<file path="src/rtl/secure_mem_ctrl.sv">
// secure_mem_ctrl: access controller for the on-chip secure key memory.
// Checks a fixed per-address policy on every single-beat request, then
// issues the memory access, waits for read data with a timeout, and
// returns one response per request. Response data is scrubbed to zero
// once it has been handed over, and write data is only on the bus
// during the write cycle.
module secure_mem_ctrl #(
  parameter  int WIDTH   = 256,
  parameter  int LENGTH  = 8,
  parameter  int TIMEOUT = 4,
  localparam int AW      = $clog2(LENGTH)
) (
  input  logic             clk,
  input  logic             rst_n,
  // request channel
  input  logic             req_valid,
  output logic             req_ready,
  input  logic             req_write,
  input  logic [AW-1:0]    req_addr,
  input  logic [WIDTH-1:0] req_wdata,
  input  logic             req_priv,
  // response channel
  output logic             rsp_valid,
  input  logic             rsp_ready,
  output logic [WIDTH-1:0] rsp_data,
  output logic             rsp_err,
  // memory port
  output logic             mem_rd_en,
  output logic             mem_wr_en,
  output logic [AW-1:0]    mem_addr,
  output logic [WIDTH-1:0] mem_wrData,
  input  logic [WIDTH-1:0] mem_rdData,
  input  logic             mem_rdData_valid
);

  localparam int CW = $clog2(TIMEOUT + 1);

  typedef enum logic [2:0] {
    S_IDLE  = 3'd0,
    S_WR    = 3'd1,
    S_RD    = 3'd2,
    S_RWAIT = 3'd3,
    S_RESP  = 3'd4
  } state_t;

  state_t           r_state;
  state_t           w_state_nxt;

  // captured request
  logic             r_write;
  logic [AW-1:0]    r_addr;
  logic [WIDTH-1:0] r_wdata;
  logic             r_priv;

  // read timeout counter
  logic [CW-1:0]    r_cnt;

  // registered outputs
  logic             r_req_ready;
  logic             r_rsp_valid;
  logic [WIDTH-1:0] r_rsp_data;
  logic             r_rsp_err;
  logic             r_mem_rd_en;
  logic             r_mem_wr_en;
  logic [AW-1:0]    r_mem_addr;
  logic [WIDTH-1:0] r_mem_wrData;

  // next values of the registered outputs
  logic             w_req_ready_nxt;
  logic             w_rsp_valid_nxt;
  logic             w_mem_rd_en_nxt;
  logic             w_mem_wr_en_nxt;
  logic [AW-1:0]    w_mem_addr_nxt;
  logic [WIDTH-1:0] w_mem_wrData_nxt;

  // effective request: the values being latched this cycle on accept,
  // otherwise the values latched earlier
  logic             w_accept;
  logic             w_write;
  logic [AW-1:0]    w_addr;
  logic [WIDTH-1:0] w_wdata;
  logic             w_priv;
  logic             w_denied;
  logic             w_timeout;
  logic             w_rsp_hs;

  // Access policy. Entries 0..3 hold ID, watermark and two keys and are
  // never writable; keys (2,3) are readable only by the privileged
  // engine; the remaining entries are writable only by it.
  function automatic logic f_denied(input logic          wr,
                                    input logic [AW-1:0] addr,
                                    input logic          priv);
    logic is_key;
    logic is_low;
    is_key = (addr == AW'(2)) || (addr == AW'(3));
    is_low = (addr <  AW'(4));
    if (wr) begin
      f_denied = is_low || !priv;
    end else begin
      f_denied = is_key && !priv;
    end
  endfunction

  assign w_accept  = (r_state == S_IDLE) && r_req_ready && req_valid;
  assign w_write   = w_accept ? req_write : r_write;
  assign w_addr    = w_accept ? req_addr  : r_addr;
  assign w_wdata   = w_accept ? req_wdata : r_wdata;
  assign w_priv    = w_accept ? req_priv  : r_priv;
  assign w_denied  = f_denied(w_write, w_addr, w_priv);
  assign w_timeout = (r_cnt == CW'(TIMEOUT - 1));
  assign w_rsp_hs  = (r_state == S_RESP) && rsp_ready;

  assign req_ready  = r_req_ready;
  assign rsp_valid  = r_rsp_valid;
  assign rsp_data   = r_rsp_data;
  assign rsp_err    = r_rsp_err;
  assign mem_rd_en  = r_mem_rd_en;
  assign mem_wr_en  = r_mem_wr_en;
  assign mem_addr   = r_mem_addr;
  assign mem_wrData = r_mem_wrData;

  // State register.
  always_ff @(posedge clk or negedge rst_n) begin
    if (!rst_n) begin
      r_state <= S_IDLE;
    end else begin
      r_state <= w_state_nxt;
    end
  end

  // Next-state logic.
  always_comb begin
    w_state_nxt = r_state;
    case (r_state)
      S_IDLE: begin
        if (w_accept) begin
          if (w_denied) begin
            w_state_nxt = S_RESP;
          end else if (w_write) begin
            w_state_nxt = S_WR;
          end else begin
            w_state_nxt = S_RD;
          end
        end
      end
      S_WR:    w_state_nxt = S_RESP;
      S_RD:    w_state_nxt = S_RWAIT;
      S_RWAIT: begin
        if (mem_rdData_valid || w_timeout) begin
          w_state_nxt = S_RESP;
        end
      end
      S_RESP: begin
        if (rsp_ready) begin
          w_state_nxt = S_IDLE;
        end
      end
      default: w_state_nxt = S_IDLE;
    endcase
  end

  // Output decode from the next state, so every output comes from a flop.
  always_comb begin
    w_req_ready_nxt  = (w_state_nxt == S_IDLE);
    w_rsp_valid_nxt  = (w_state_nxt == S_RESP);
    w_mem_rd_en_nxt  = (w_state_nxt == S_RD) || (w_state_nxt == S_RWAIT);
    w_mem_wr_en_nxt  = (w_state_nxt == S_WR);
    w_mem_addr_nxt   = '0;
    w_mem_wrData_nxt = '0;
    if (w_mem_rd_en_nxt || w_mem_wr_en_nxt) begin
      w_mem_addr_nxt = w_addr;
    end
    if (w_mem_wr_en_nxt) begin
      w_mem_wrData_nxt = w_wdata;
    end
  end

  // Output registers; reset drops every enable at once.
  always_ff @(posedge clk or negedge rst_n) begin
    if (!rst_n) begin
      r_req_ready  <= 1'b0;
      r_rsp_valid  <= 1'b0;
      r_mem_rd_en  <= 1'b0;
      r_mem_wr_en  <= 1'b0;
      r_mem_addr   <= '0;
      r_mem_wrData <= '0;
    end else begin
      r_req_ready  <= w_req_ready_nxt;
      r_rsp_valid  <= w_rsp_valid_nxt;
      r_mem_rd_en  <= w_mem_rd_en_nxt;
      r_mem_wr_en  <= w_mem_wr_en_nxt;
      r_mem_addr   <= w_mem_addr_nxt;
      r_mem_wrData <= w_mem_wrData_nxt;
    end
  end

  // Request capture; write data is scrubbed when the response is taken.
  always_ff @(posedge clk or negedge rst_n) begin
    if (!rst_n) begin
      r_write <= 1'b0;
      r_addr  <= '0;
      r_wdata <= '0;
      r_priv  <= 1'b0;
    end else if (w_accept) begin
      r_write <= req_write;
      r_addr  <= req_addr;
      r_wdata <= req_wdata;
      r_priv  <= req_priv;
    end else if (w_rsp_hs) begin
      r_wdata <= '0;
    end
  end

  // Read timeout counter: counts RWAIT cycles, zero everywhere else.
  always_ff @(posedge clk or negedge rst_n) begin
    if (!rst_n) begin
      r_cnt <= '0;
    end else if ((r_state == S_RWAIT) && !mem_rdData_valid && !w_timeout) begin
      r_cnt <= r_cnt + CW'(1);
    end else begin
      r_cnt <= '0;
    end
  end

  // Response register: loaded on the way into RESP, cleared on handshake.
  always_ff @(posedge clk or negedge rst_n) begin
    if (!rst_n) begin
      r_rsp_data <= '0;
      r_rsp_err  <= 1'b0;
    end else begin
      case (r_state)
        S_IDLE: begin
          if (w_accept && w_denied) begin
            r_rsp_data <= '0;
            r_rsp_err  <= 1'b1;
          end
        end
        S_WR: begin
          r_rsp_data <= '0;
          r_rsp_err  <= 1'b0;
        end
        S_RWAIT: begin
          if (mem_rdData_valid) begin
            r_rsp_data <= mem_rdData;
            r_rsp_err  <= 1'b0;
          end else if (w_timeout) begin
            r_rsp_data <= '0;
            r_rsp_err  <= 1'b1;
          end
        end
        S_RESP: begin
          if (rsp_ready) begin
            r_rsp_data <= '0;
            r_rsp_err  <= 1'b0;
          end
        end
        default: begin
          r_rsp_data <= r_rsp_data;
          r_rsp_err  <= r_rsp_err;
        end
      endcase
    end
  end

endmodule
</file>
<file path="config.mk">
export PLATFORM = sky130hd
export DESIGN_NAME = secure_mem_ctrl
export DESIGN_NICKNAME = d
export VERILOG_FILES = /design/src/rtl/secure_mem_ctrl.sv
export SDC_FILE = /design/constraint.sdc
export NUM_CORES = 1
export LEC_CHECK = 0
export CELL_PAD_IN_SITES_DETAIL_PLACEMENT = 0
export CELL_PAD_IN_SITES_GLOBAL_PLACEMENT = 1
export CORE_AREA = 2 2 400 402
export CTS_CLUSTER_DIAMETER = 120
export DETAILED_ROUTE_END_ITERATION = 7
export DIE_AREA = 0 0 402 404
export HOLD_SLACK_MARGIN = 0.06
export MAX_ROUTING_LAYER = met4
export PLACE_DENSITY_LB_ADDON = 0.1
export RECOVER_POWER = 100
export SYNTH_ARGS = -nofsm -noshare
export SYNTH_HDL_FRONTEND = slang
export SYNTH_SLANG_ARGS = --single-unit
</file>
<file path="constraint.sdc">
create_clock -name clk -period 3.5 [get_ports clk]
set_clock_uncertainty 0.05 [all_clocks]
set_input_delay 0.525 -clock clk [delete_from_list [all_inputs] [get_ports clk]]
set_output_delay 0.525 -clock clk [all_outputs]
set_load 0.03 [all_outputs]
</file>
Yosys cells after proc, flatten, opt, wreduce, memory -nomap -nowiden
Cells that the tools add are included.

$add $sub $neg: 1. $lt $le $gt $ge: 1. Eq/ne operators: 14. Muxes and demuxes: 26. Reductions and logical operators: 20.

Operators by type and width (count): 2-to-1 mux 256 bit (8); one-hot mux 256 bit (4 select lines) (1); equality test 3 x 2 -> 1 bit, second input constant (7); 2-to-1 mux 3 bit (7); one-hot mux 3 bit (5 select lines) (1); logical AND 1 bit (7); 2-to-1 mux 1 bit (7); equality test 3 x 1 -> 1 bit, second input constant (2); equality test 3 bit, second input constant (2); zero test 3 bit (2); logical OR 1 bit (5); one-hot mux 1 bit (4 select lines) (1); AND reduction 4 bit (1); nonzero test 4 bit (1); adder 3 x 1 -> 3 bit, second input constant (1); zero test 1 bit (3); less-than comparator 3 bit, second input constant (1); inequality test 3 bit, second input constant (1); 2-to-1 mux 2 bit (1); inequality test 2 x 1 -> 1 bit, second input constant (1); inequality test 2 bit, second input constant (1); nonzero test 2 bit (1).

Bits in registers: 787.

Logic depth before layout (Yosys ltp)
Gate-level depths: netlist of the first run.

Depth in word-level cells: 15. Depth in mapped cells: 8. Depth with buffers taken out: 6.

Worst setup path before layout of the first run
Ideal clock, no wire load.

Kind: reg2reg. Start: register r_cnt[0]. End: register r_rsp_err, in the netlist rsp_err. Setup time: 0.125 ns. Arrival time: 1.815 ns. Data required time: 3.325 ns. Slack: 1.511 ns. Stages on the path, launching flop included: 8. Buffers on the path: 1. Clock period less this slack: 1.989 ns. Cells stage by stage: dfrtp_1 ha_1 ha_1 o21ai_0 a21oi_1 o22ai_2 buf_2 mux2_2.

Cells in the longest elaborated chain, start to end: 3.

RTL lines: from (decl) (RTL line 56) `logic [CW-1:0] r_cnt;`; from (signal assigned) (RTL line 219) `r_cnt <= r_cnt + CW'(1);`; equality test 3 x 2 -> 1 bit (RTL line 110) `assign w_timeout = (r_cnt == CW'(TIMEOUT - 1));`; inequality test 3 bit (no source line); AND reduction 4 bit (no source line); to (signal assigned) (RTL line 259) `r_rsp_err <= r_rsp_err;`; to (decl) (RTL line 62) `logic r_rsp_err;`.

No other way between the ends. A chain may end at the register's enable or synchronous reset.

Worst setup path after layout of the first run
Start: register r_state[1]. End: register r_mem_wrData[48], in the netlist mem_wrData[48].

Cells in the longest elaborated chain, start to end: 13.

RTL lines: from (decl) (RTL line 46) `state_t r_state;`; from (signal assigned) (RTL line 127) `r_state <= w_state_nxt;`; branches (longest 12 deep; another with less-than comparator 3 bit); 2-to-1 mux 256 bit * (RTL line 173) `if (w_mem_wr_en_nxt) begin`; net w_mem_wrData_nxt[48] (RTL line 74) `logic [WIDTH-1:0] w_mem_wrData_nxt;`; to (signal assigned) (RTL line 193) `r_mem_wrData <= w_mem_wrData_nxt;`; to (decl) (RTL line 66) `logic [WIDTH-1:0] r_mem_wrData;`.

Mark *: on every way through the listed nets, which the timed path passes.

==> impl_metrics.toml, run 1 <==
[clock_network]
clkTransAtPathRegs_ns = 0.06
clockBufferDepth = 3
cts_buffers = 77
worstSkewPairLatency_ns = 0.64
hold_buffers = 1
cts-resized-gates = 0
clock_sinks = 529
cts_tree = "done"
postCtsSetupRepairBufs = 0
htree_levels = 3
root_buffer = "clkbuf_16"

[sta]
min_period_over_period_pct = 80.35
worstMarginPinSlew_ns = 1.637
hold_violations = 0
fmax_ghz = 0.3556
rsz0062_at_grt = "no"
setup_viol = 0
slew_headroom_pct = -9.154
min_period_ns = 2.812
setup_ws_ns = 0.6878
finalSetupTns_ns = 0
drv_slew = 76

[floorplanning]
ioPinCount = 1042
dieHeight_um = 404
die_area_sq_mm = 0.1624
die_w_um = 402
start_util_pct = 11.60
rows = 146
core_area_sq_mm = 0.1578

[finish]
fin_nets = 3047
fill_cells = 17154
drive_gt1_share_pct = 6.282
area_growth_pct = 85.09

[status]
status = "complete, but fails checks"
violations = "max-capacitance violations, max-slew violations"

[critical_path]
start_kind = "flop"
critPathMaxStageDelay_ns = 0.58
cp.required_ns = 3.99
crit_chain = "nor3_1 > nand4_1 > buf_12 > clkbuf_2 > nor2_1"
reg2reg_depth = 5
path_class = "reg -> reg"
r2r_setup_slack_ns = 0.69
crit_path_end_kind = "flop"
arrival_ns = 3.31
worst-path-max-fanout = 45
cp_slowest_cell = "clkbuf_2"

[synthesis]
syn-instance-count = 1468
synth_area_leaders = "dfrtp_1 (72%), a22o_1 (12%), nand2_1 (5.5%)"
ys_ff_latch = 529
synth_cell_types = 32
synth_enable_flop_cells = 0
syn_area_sq_mm = 0.01830
synth-main-ff-cell = "dfrtp_1"
synth_top_area_cell = "dfrtp_1"
syn_avg_cell_area_sq_um = 12.47
syn-num-nets = 1992
yosysWarnings = 0
ys_seq_area_share_pct = 72.33
synth_top_area_share_pct = 72.33
async_reset_ff_share_pct = 100.0

[power_and_ir_drop]
irDropWorstVdd_mv = 0.6263
p_leak_nw = 15.85
p_per_area_mw_per_mm2 = 592.2

[global_routing]
grt_pass1_wl_mm = 147.0
grt_max_degree = 84
antenna_found_initial = 37
grt_usage_pct = 13.23
grt_pass1_vias = 17823
grt-ovfl-total = 0

[route]
drc_errors = 0
drtPass1Iterations = 4
routedWlPerCell_um = 22.90
ant_nets = 0
drt_iter0_drc = 725
vias = 16006
avgViaCountPerCell = 3.425
wl_mm = 107.0

[hold_path]
hold_class = "in -> reg"
hold_depth = 3

[job]
drv_cap = 3

[placement]
dpl_worst_slack_ns = 0.6679
portBuffers = 1041
dp_hpwl_mm = 83.04
gp_congestion = 0.7738
[cell usage after synthesis (all sizes together), types with 2 or more instances]
library cell  instances
a21oi                 2
nor3b                 2
nand2b                3
a22o                256
buf                  84
dfrtp               529
and3                  3
o21ai                 2
ha                    2
nor2                262
nand2               267
clkbuf               34
o31ai                 2
a32o                  3
nand3                 2
inv                   3
nor3                  2
[per-layer routing]
layer	wire, um	global-route usage [%]	up-vias
li1	-	-	7107
met1	38720	13.39	8038
met2	55190	23.15	737
met3	11210	6.402	124
met4	1897	2.572	0
met5	0	-	-
[cells by family after synthesis]
logic type / after synthesis / synth area share, %
AND/OR/NAND/NOR: 545 / 11.44
adder cells (fa/ha/maj): 2 / 0.1367
flip-flops: 529 / 72.33
AO/OA/AOI/OAI: 270 / 12.86
buffers and inverters: 121 / 3.165
multiplexers: 1 / 0.06153
[registers in the layout, summed over array words and instances (netlist names)]
signal / count
mem_wr_en: 1
mem_rd_en: 1
mem_addr: 3
mem_wrData: 256
rsp_data: 256
r_addr: 3
rsp_err: 1
r_cnt: 3
rsp_valid: 1
r_state: 3
req_ready: 1
[area by class of cell]
cell class | count | area (sq um) | area share, %
well taps | 2072 | 2592 | 7.653
inverters | 3 | 11.26 | 0.03324
multi-input cells | 818 | 4497 | 13.28
clock inverters | 21 | 254.0 | 0.7498
diodes | 22 | 55.05 | 0.1625
flip-flops and latches | 529 | 13240 | 39.08
repair buffers | 1094 | 10920 | 32.24
clock buffers | 114 | 2307 | 6.811
[path summary, 6_finish.rpt]
path / startpoint / endpoint
max in group asynchronous: rst_n / rsp_data[72]
hold reg to reg: r_cnt[0] / r_cnt[0]
setup / recovery: r_state[1] / mem_wrData[48]
min in group asynchronous: rst_n / rsp_data[98]
hold / removal: req_wdata[26] / mem_wrData[26]
setup reg to reg: r_state[1] / mem_wrData[48]
[worst max-delay path, delay by kind of cell (launching register included)]
family,cells,cell delay (ns)
and+or+nand+nor,3,1.26
buffers and inverters,2,0.89
DFF,1,0.48
[power breakdown]
part           total (mW)  leakage [nW]  switching (mW)  internal (mW)
clock                7.93          1.26            3.09           4.84
combinational        5.30          7.24            3.49           1.81
sequential           6.83          7.36           0.258           6.58
[cell usage in the layout (no fill, tap or decap), types with 2 or more instances in the layout]
master,n
dfrtp_1,529
dlygate4sd3_1,521
clkdlybuf4s50_1,520
nand2_1,267
nor2_1,262
a22o_1,256
clkbuf_16,78
clkbuf_1,31
diode_2,22
clkbuf_8,22
buf_12,14
buf_4,14
clkinv_2,9
clkbuf_2,7
bufinv_16,4
inv_1,3
nand2b_1,3
a32o_1,3
clkinv_8,3
clkinvlp_4,3
nor3_1,2
and3_4,2
nand3_1,2
o21ai_0,2
o31ai_1,2
a21oi_1,2
ha_1,2
[metrics by stage]
step	instances	instance area (sq um)	util, %	hold slack, ns	power, mW
6_report	4673	33870	21.46	0.3324	20.06
5_1_grt	4670	33870	21.46	0.2709	21.22
4_1_cts	4651	33970	21.52	0.2429	20.92
3_5_place_dp	4515	31400	19.89	0.3879	12.69
3_3_place_gp	4515	31400	19.89	0.3694	12.66
2_1_floorplan	1468	18300	-	0.1794	9.773
No activity file was read; power rests on OpenSTA's default activity.
==> inputs of run 2 (changes only) <==
--- a/config.mk
+++ b/config.mk
@@ -7,10 +7,10 @@
 export LEC_CHECK = 0
 export CELL_PAD_IN_SITES_DETAIL_PLACEMENT = 0
 export CELL_PAD_IN_SITES_GLOBAL_PLACEMENT = 1
-export CORE_AREA = 2 2 400 402
+export CORE_AREA = 2 2 401 403
 export CTS_CLUSTER_DIAMETER = 120
 export DETAILED_ROUTE_END_ITERATION = 7
-export DIE_AREA = 0 0 402 404
+export DIE_AREA = 0 0 403 405
 export HOLD_SLACK_MARGIN = 0.06
 export MAX_ROUTING_LAYER = met4
 export PLACE_DENSITY_LB_ADDON = 0.1
==> constraint.sdc (replaced) <==
create_clock -name clk -period 2.5 [get_ports clk]
set_clock_uncertainty 0.05 [all_clocks]
set_input_delay 0.375 -clock clk [delete_from_list [all_inputs] [get_ports clk]]
set_output_delay 0.375 -clock clk [all_outputs]
set_load 0.03 [all_outputs]
==> impl_metrics.toml, run 2 (synthesis gave the netlist of run 1 again) <==
[finish]
drive_gt1_share_pct = 7.244
fill_cells = 17265
area_growth_pct = 86.87
final_common_cell = "dfrtp_1"
final_core_util_pct = 21.47
fin_cells = 4736
final_cell_mix = "dfrtp_1 (529), clkdlybuf4s50_1 (523), dlygate4sd3_1 (518)"
fin_nets = 3075

[critical_path]
path_class = "reg -> out"
crit_path_end_kind = "output pin"
critPathBufInv = 1
crit_chain = "dlygate4sd3_1"
worst-path-max-fanout = 2
arrival_ns = 1.99
cp.required_ns = 2.08
critPathMaxStageDelay_ns = 1.00
cp_slowest_cell = "dlygate4sd3_1"
start_kind = "flop"
cpLargestDelayFamily = "buffers and inverters"
r2r_setup_slack_ns = 0.24

[power_and_ir_drop]
pwr-share-comb_pct = 27.2
switching_share_pct = 33.95
irDropWorstVdd_mv = 0.4672
seq_power_share_pct = 33.6
p_switching_mw = 9.675
p_per_area_mw_per_mm2 = 833.3
p_leak_nw = 16.00
p_clk_share_pct = 39.2
intPower_mw = 18.82
power_mw = 28.50

[clock_network]
worstSkewPairLatency_ns = 0.64
clkTransAtPathRegs_ns = 0.06
htree_levels = 3
clockBufferDepth = 3
cts_tree = "done"
clock_sinks = 529
cts_buffers = 77
root_buffer = "clkbuf_16"

[sta]
drv_slew = 0
finalSetupTns_ns = 0
worstMarginPinSlew_ns = 1.386
slew_headroom_pct = 7.602
min_period_over_period_pct = 96.69
fmax_ghz = 0.4137
min_period_ns = 2.417
rsz0062_at_grt = "no"
hold_violations = 0
setup_ws_ns = 0.08283
setup_viol = 0

[job]
drv_cap = 0

[global_routing]
grt_pass1_wl_mm = 144.1
antenna_found_initial = 52
grt_pass1_vias = 17878
grt_usage_pct = 12.93
grt_max_degree = 67
grt-ovfl-total = 0

[route]
vias = 16081
avgViaCountPerCell = 3.395
routedWlPerCell_um = 22.23
ant_nets = 0
wl_mm = 105.3
drt_iter0_drc = 601
drc_errors = 0
drtPass1Iterations = 4

[hold_path]
hold_class = "in -> reg"

[floorplanning]
ioPinCount = 1042
die_w_um = 403
dieHeight_um = 405
start_util_pct = 11.49
die_area_sq_mm = 0.1632
core_area_sq_mm = 0.1593
rows = 147

[status]
status = "finished, final reports clean"

[placement]
dp_hpwl_mm = 82.21
gp_congestion = 0.7644
portBuffers = 1041
dpl_worst_slack_ns = -0.06017
dp.cells = 4557
run 2: changes by cell type in the layout (fill, tap and decap cells not counted), sizes merged:
cell | previous run | this run
inv | 4 | 8
clkinvlp | 3 | 2
clkinv | 13 | 14
buf | 29 | 41
diode | 22 | 41
dlygate4sd3 | 521 | 518
clkbuf | 138 | 151
clkdlybuf4s50 | 520 | 523
bufinv | 4 | 5
run 2: routing by layer:
metal	part of all wire (%)	routed length [um]	vias up	global-route usage (%)
met5	0	0	-	-
met4	3.5	3678	0	4.987
met3	11	11930	157	6.829
met2	49	51740	737	21.49
met1	36	37940	7994	12.74
li1	-	-	7193	-
run 2: area by class of cell:
class	instances	area (sq um)	area share, %
diodes	41	102.6	0.3000
repair buffers	1122	11160	32.63
clock buffers	111	2277	6.659
multi-input cells	818	4497	13.15
clock inverters	26	305.3	0.8927
flip-flops and latches	529	13240	38.71
inverters	3	11.26	0.03293
well taps	2086	2610	7.632
run 2: worst paths after layout:
path                       cells after the start               to            from
max in group asynchronous                      4  mem_wrData[189]           rst_n
hold reg to reg                                1         r_cnt[0]        r_cnt[0]
setup / recovery                               1    rsp_data[170]   rsp_data[170]
min in group asynchronous                      2     rsp_data[98]           rst_n
hold / removal                                 3  mem_wrData[254]  req_wdata[254]
setup reg to reg                               8    rsp_data[230]        r_cnt[0]
run 2: metrics by stage:
| step | hold slack (ns) | instance area [sq um] |
|---|---|---|
| after floorplan | 0.02941 | 18300 |
| after global placement | 0.3692 | 31810 |
| after detailed placement | 0.3759 | 31810 |
| after CTS | 0.08230 | 34400 |
| after global routing | 0.1473 | 34190 |
| final | 0.1866 | 34200 |
run 2: power by group through the flow:
stage | Sequential [mW] | Combinational [mW] | Clock (mW)
4_1_cts | 9.61 | 8.59 | 11.7
2_1_floorplan | 10.9 | 2.82 | 0
3_3_place_gp | 9.76 | 8.47 | 0
6_report | 9.57 | 7.76 | 11.2
3_5_place_dp | 9.75 | 8.56 | 0
5_1_grt | 9.66 | 8.41 | 12.0
run 2: timing repair:
action,4_1_cts,5_1_grt
endpoints found under the hold margin,35,0
buffers inserted,0,0
gates resized for setup,0,0
hold buffers,1,0
